--- src/rtl/mem_pkg.sv ---
// Shared definitions for the data-BRAM access path.
//   - access size encodings carried on req_size
//   - FSM state encoding for bram_access_ctrl
//   - default BRAM word-address and data widths
//   - bad_access(): alignment / reserved-size check done at accept time
package mem_pkg;

  localparam int ADDR_W_DEF = 14;
  localparam int DATA_W_DEF = 32;

  localparam logic [1:0] SZ_BYTE = 2'b00;
  localparam logic [1:0] SZ_HALF = 2'b01;
  localparam logic [1:0] SZ_WORD = 2'b10;
  localparam logic [1:0] SZ_RSVD = 2'b11;

  localparam logic [2:0] ST_IDLE   = 3'd0;
  localparam logic [2:0] ST_LOAD   = 3'd1;
  localparam logic [2:0] ST_RMW_RD = 3'd2;
  localparam logic [2:0] ST_WRITE  = 3'd3;
  localparam logic [2:0] ST_RESP   = 3'd4;

  // 1 when the access cannot be performed: a half that is not 2-byte
  // aligned, a word that is not 4-byte aligned, or the reserved size.
  function automatic logic bad_access(input logic [1:0] size,
                                      input logic [1:0] lane);
    case (size)
      SZ_BYTE: bad_access = 1'b0;
      SZ_HALF: bad_access = lane[0];
      SZ_WORD: bad_access = |lane;
      default: bad_access = 1'b1;
    endcase
  endfunction

endpackage

--- src/rtl/lane_mux.sv ---
// Combinational lane steering between a 32-bit memory word and a
// byte/half/word access (little-endian, lane = byte address [1:0]).
// Ports:
//   word       in  32  current memory word
//   wdata      in  32  store data, right-aligned
//   lane       in  2   byte address [1:0]
//   size       in  2   SZ_BYTE / SZ_HALF / SZ_WORD
//   sgn        in  1   sign-extend loads when 1
//   load_data  out 32  selected lane of word, sign/zero extended
//   merge_data out 32  word with wdata written into the selected lane
import mem_pkg::*;

module lane_mux (
  input  logic [31:0] word,
  input  logic [31:0] wdata,
  input  logic [1:0]  lane,
  input  logic [1:0]  size,
  input  logic        sgn,
  output logic [31:0] load_data,
  output logic [31:0] merge_data
);

  logic [7:0]  byte_sel;
  logic [15:0] half_sel;

  always_comb begin
    byte_sel = word[{lane, 3'b000} +: 8];
    half_sel = lane[1] ? word[31:16] : word[15:0];

    load_data = word;
    case (size)
      SZ_BYTE: load_data = {{24{sgn & byte_sel[7]}}, byte_sel};
      SZ_HALF: load_data = {{16{sgn & half_sel[15]}}, half_sel};
      default: load_data = word;
    endcase

    merge_data = word;
    case (size)
      SZ_BYTE: merge_data[{lane, 3'b000} +: 8] = wdata[7:0];
      SZ_HALF: begin
        if (lane[1]) merge_data[31:16] = wdata[15:0];
        else         merge_data[15:0]  = wdata[15:0];
      end
      default: merge_data = wdata;
    endcase
  end

endmodule

--- src/rtl/bram_access_ctrl.sv ---
// Initiator-side controller for the single-port data BRAM. Accepts one
// byte/half/word load or store at a time and answers with a one-cycle
// response pulse. Sub-word stores are read-modify-write because the BRAM
// only has a whole-word write enable.
// Ports:
//   clka, rsta                    clock, synchronous active-high reset
//   req_valid/req_ready           request channel
//   req_we/size/signed/addr/wdata request fields, latched at handshake
//   resp_valid/err/rdata          one-cycle response
//   mem_en/we/addr/din, mem_dout  BRAM port A (asynchronous read)
//   dbg_state                     current FSM state
//
// Handshake: a request transfers on a rising edge where req_valid and
// req_ready are both 1; req_ready is high only in IDLE outside reset, so
// one request is outstanding at a time. resp_valid is a single-cycle pulse
// with no back-pressure.
import mem_pkg::*;

module bram_access_ctrl #(
  parameter int ADDR_W = ADDR_W_DEF,
  parameter int DATA_W = DATA_W_DEF
) (
  input  logic              clka,
  input  logic              rsta,
  input  logic              req_valid,
  output logic              req_ready,
  input  logic              req_we,
  input  logic [1:0]        req_size,
  input  logic              req_signed,
  input  logic [31:0]       req_addr,
  input  logic [DATA_W-1:0] req_wdata,
  output logic              resp_valid,
  output logic              resp_err,
  output logic [DATA_W-1:0] resp_rdata,
  output logic              mem_en,
  output logic              mem_we,
  output logic [ADDR_W-1:0] mem_addr,
  output logic [DATA_W-1:0] mem_din,
  input  logic [DATA_W-1:0] mem_dout,
  output logic [2:0]        dbg_state
);

  logic [2:0]        state;
  logic [ADDR_W+1:0] addr_q;
  logic [1:0]        size_q;
  logic              sgn_q;
  logic              err_q;
  logic [DATA_W-1:0] rdata_q;
  // Holds raw store data from accept, then the merged word after RMW_RD;
  // it is what WRITE drives onto mem_din in both store flavours.
  logic [DATA_W-1:0] merge_q;

  logic [DATA_W-1:0] load_data;
  logic [DATA_W-1:0] merge_data;
  logic              bad;

  // Address bits above the BRAM range alias by design.
  logic unused_addr_bits;
  assign unused_addr_bits = ^req_addr[31:ADDR_W+2];

  assign bad = bad_access(req_size, req_addr[1:0]);

  lane_mux u_lane_mux (
    .word       (mem_dout),
    .wdata      (merge_q),
    .lane       (addr_q[1:0]),
    .size       (size_q),
    .sgn        (sgn_q),
    .load_data  (load_data),
    .merge_data (merge_data)
  );

  always_ff @(posedge clka) begin
    if (rsta) begin
      state   <= ST_IDLE;
      addr_q  <= '0;
      size_q  <= '0;
      sgn_q   <= 1'b0;
      err_q   <= 1'b0;
      rdata_q <= '0;
      merge_q <= '0;
    end else begin
      case (state)
        ST_IDLE: begin
          // req_ready is 1 here, so req_valid alone means a handshake.
          if (req_valid) begin
            addr_q  <= req_addr[ADDR_W+1:0];
            size_q  <= req_size;
            sgn_q   <= req_signed;
            err_q   <= bad;
            rdata_q <= '0;
            merge_q <= req_wdata;
            if (bad)                   state <= ST_RESP;
            else if (!req_we)          state <= ST_LOAD;
            else if (req_size == SZ_WORD) state <= ST_WRITE;
            else                       state <= ST_RMW_RD;
          end
        end
        ST_LOAD: begin
          rdata_q <= load_data;
          state   <= ST_RESP;
        end
        ST_RMW_RD: begin
          merge_q <= merge_data;
          state   <= ST_WRITE;
        end
        ST_WRITE: state <= ST_RESP;
        ST_RESP:  state <= ST_IDLE;
        default:  state <= ST_IDLE;
      endcase
    end
  end

  // All outputs are decoded from state and latched registers only.
  assign req_ready  = (state == ST_IDLE) & ~rsta;
  assign mem_en     = (state == ST_LOAD) | (state == ST_RMW_RD) | (state == ST_WRITE);
  assign mem_we     = (state == ST_WRITE);
  assign mem_addr   = addr_q[ADDR_W+1:2];
  assign mem_din    = (state == ST_WRITE) ? merge_q : '0;
  assign resp_valid = (state == ST_RESP);
  assign resp_err   = resp_valid & err_q;
  assign resp_rdata = resp_valid ? rdata_q : '0;
  assign dbg_state  = state;

endmodule

--- config.mk ---
export PLATFORM = sky130hd
export DESIGN_NAME = bram_access_ctrl
export DESIGN_NICKNAME = d
export VERILOG_FILES = /design/src/rtl/mem_pkg.sv /design/src/rtl/lane_mux.sv /design/src/rtl/bram_access_ctrl.sv
export SDC_FILE = /design/constraint.sdc
export NUM_CORES = 1
export LEC_CHECK = 0
export ABC_AREA = 1
export CORE_MARGIN = 2
export CORE_UTILIZATION = 42
export CTS_CLUSTER_DIAMETER = 60
export DETAILED_ROUTE_END_ITERATION = 6
export GPL_TIMING_DRIVEN = 0
export PLACE_DENSITY = 0.78
export SYNTH_ARGS = -nofsm -noshare
export SYNTH_HDL_FRONTEND = slang
export SYNTH_SLANG_ARGS = --single-unit
--- constraint.sdc ---
create_clock -name clka -period 1.7 [get_ports clka]
set_input_delay 0.425 -clock clka [delete_from_list [all_inputs] [get_ports clka]]
set_output_delay 0.425 -clock clka [all_outputs]
set_load 0.05 [all_outputs]
==> run summary <==
final setup fails: 69
Antenna Nets Post-Route: 0
DR WL/cell: 16.86 um
HP Class: flip-flop to flip-flop
kind of critical path: flip-flop to primary output
number of synthesized register bits: 87
Syn Nets: 1008
area share of the largest cell type after synthesis: 31.14%
max cap viols: 0
CTS tree: yes
total power: 6.402 mW
Final Cycle Share: 121.7%
NumNets Final: 1215
met3 WL post-DR: 2250 um
vias in the first global route: 6197
Initial DRC Count: 605
Logic pwr share: 33.7%
GRT overflow: 0
clk_lat worst skew: 360 ps
dpl hpwl: 16670 um
post-synth top area cell: dfxtp_1
final wirelength: 21750 um
setup ws final: -369.5 ps
post-synthesis sequential area ratio: 31.14%
worst-margin pin slew: 691.2 ps
failing checks: negative setup slack
Post-Syn Area: 5593 um^2
number of vias per cell: 5.291
Core Box Area: 13140 um^2
switch share: 35.22%
Clock Skews: 8.012 ps
status: finished with violations
layout cells sized above 1: 29.86%
drt first pass iters: 6
Syn. warnings: 0
Die Y: 119.4 um
# IOs: 189
Cell Int Power: 4.147 mW
number of flops mapped to enable cells by yosys: 0
PD cells: 713.6 nW/um^2
residual DRC count: 0
LEAKAGE: 3.565 nW
Root Driver: clkbuf_16
sequential share of power: 35.9%
Max Used Layer: met5
Max Freq: 0.4832 GHz
met1 wire length: 9302 um
sw power: 2.255 mW
PortBufs: 171
Util after Layout: 68.29%
Final Max Slew Viols: 0
Crit. End Element: primary output
first-pass GRT wire length: 33310 um
H-tree Lvls: 3
maximum fanout along the worst path: 8
crit path DAT: 1640 ps
CP dominant cell by count: nor2_4
Hold WS: 462.2 ps
CP required: 1270 ps
GRT Resource Usage Total: 30.07%
largest net degree at the start of global routing: 15
initial antenna violation count: 3
pre-CTS setup slack: -889.5 ps
Hold Vio Cnt, Final: 0
Post-Syn Instances: 900
FILL cells: 1157
Critical Path Max Stage Delay: 370 ps
unrepaired setup endpoints after global routing: yes
crit-path cells: inv_4 > nor2_4 > inv_2 > nor2_4 > inv_6 > clkbuf_8 > nor2_4 > buf_6
CTS buffer count: 9
CTS max path bufs: 2
Final min period: 2070 ps
die area: 14260 um^2
Max-Slew Margin vs Limit: 53.92%
Area contributors post-synth: dfxtp_1 (31%), nand2_1 (14%), a21oi_1 (10%)
Sink Count: 87
Setup TNS Final: -20830 ps
gp weighted congestion: 1.024
Max rail drop VDD: 0.6681 mV
Post-CTS Hold Buffers: 0
startpoint types: flip-flop
Die X: 119.4 um
syn_area_per_cell: 6.214 um^2
Clk network pwr share: 30.3%
asr flop ratio synth: 0%
clock slew at reported path FFs: 60 ps
Area Growth Syn to Fin: 60.40%
Via Count: 6825
Yosys cell types: 32
Main synth FF type: dfxtp_1
DR WL met2: 9591 um
Initial Util: 42.57%
# rows: 42
slowest stage cell, crit path: dfxtp_4
[repair_timing]
action                     in CTS  in global routing
setup buffers                   7                 15
cloned                          3                  2
pin swaps                       8                 18
resized for setup             520                 93
setup endpoints to repair     128                147
[critical path: cells and delay by family, from the launching register on]
family	cells	cell delay, ps
buf+inv	5	550
flops	1	370
simple gates	3	360
[cell usage in the layout, fill, tap and decap left out, drive strengths merged]
cell type and n:
dlymetal6s2s 2, nand3 48, or2 12, inv 122
nor3 3, nand4 7, clkinvlp 4, a31oi 5
nand2 228, o21a 7, a21oi 121, clkbuf 51
o211ai 21, diode 2, nor2 100, o21ai 64
dfxtp 87, buf 127, o22ai 3, clkdlybuf4s15 11
dlygate4sd2 2, clkdlybuf4s50 82, ha 5
[area by class of cell]
type	instances	area [um^2]	area share (%)
Antenna cell	2	5.005	0.05579
Buffer	64	600.6	6.695
Clock buffer	14	274.0	3.054
Clock inverter	2	13.76	0.1534
Inverter	123	496.7	5.537
Multi-Input combinational cell	624	3694	41.17
Sequential cell	87	1758	19.60
Tap cell	176	220.2	2.455
Timing Repair Buffer	197	1904	21.23
Timing Repair inverter	1	5.005	0.05579
[final timing paths]
| kind | from | endpoint | slack, ps | cells past startpoint |
|---|---|---|---|---|
| max | dbg_state[0] | mem_din[13] | -370 | 8 |
| min | rdata_q[13] | rdata_q[13] | 460 | 2 |
| max reg2reg | addr_q[1] | merge_q[21] | 20 | 9 |
| min reg2reg | rdata_q[13] | rdata_q[13] | 460 | 2 |
[cell usage after synthesis, types with 4 or more instances]
cell type,n
a21oi_1,115
dfxtp_1,87
inv_2,7
buf_4,19
or2_2,7
o21ai_1,6
nand3_2,7
nor2_4,4
a21oi_2,6
nand4_1,7
a31oi_1,5
o21ai_0,58
inv_1,113
o21a_1,7
o211ai_1,21
buf_2,13
nor2_1,94
buf_6,6
nand2_2,8
nand2_4,5
nand2_1,215
clkbuf_1,25
nand3_1,41
ha_1,5
[per-stage QoR]
step / instance area, um^2 / cells
3_5_place_dp: 8132 / 1247
2_1_floorplan: 6200 / 900
5_1_grt: 8966 / 1288
6_report: 8971 / 1290
3_3_place_gp: 8132 / 1247
4_1_cts: 8605 / 1272
[registers in the layout, indices dropped and copies added (netlist names)]
name       flops
addr_q        16
dbg_state      3
err_q          1
merge_q       32
rdata_q       32
sgn_q          1
size_q         2
[kinds of logic (layout without fill, tap and decap cells)]
family | count (synthesis) | count (layout) | share of synthesized area, %
buffers and inverters | 189 | 401 | 15.15
AOI/OAI and AO/OA | 221 | 221 | 21.61
other | 0 | 2 | 0
and+or+nand+nor | 398 | 398 | 30.98
adders and majority gates | 5 | 5 | 1.119
DFF | 87 | 87 | 31.14
[power by group through the flow]
stage               registers [mW]  clock network (mW)  logic, mW
CTS                           2.29                1.96       1.93
floorplan                     2.31                   0       1.23
global placement              2.33                   0       1.85
finish                        2.30                1.94       2.16
detailed placement            2.34                   0       1.85
global route                  2.31                2.06       2.31
[routing by layer]
layer  track usage, %  up-vias
met4            8.676        2
met3            9.483       47
met5                0        -
met2            45.98      338
li1                 -     3302
met1            40.77     3136
Power figures use the tool's default switching activity.
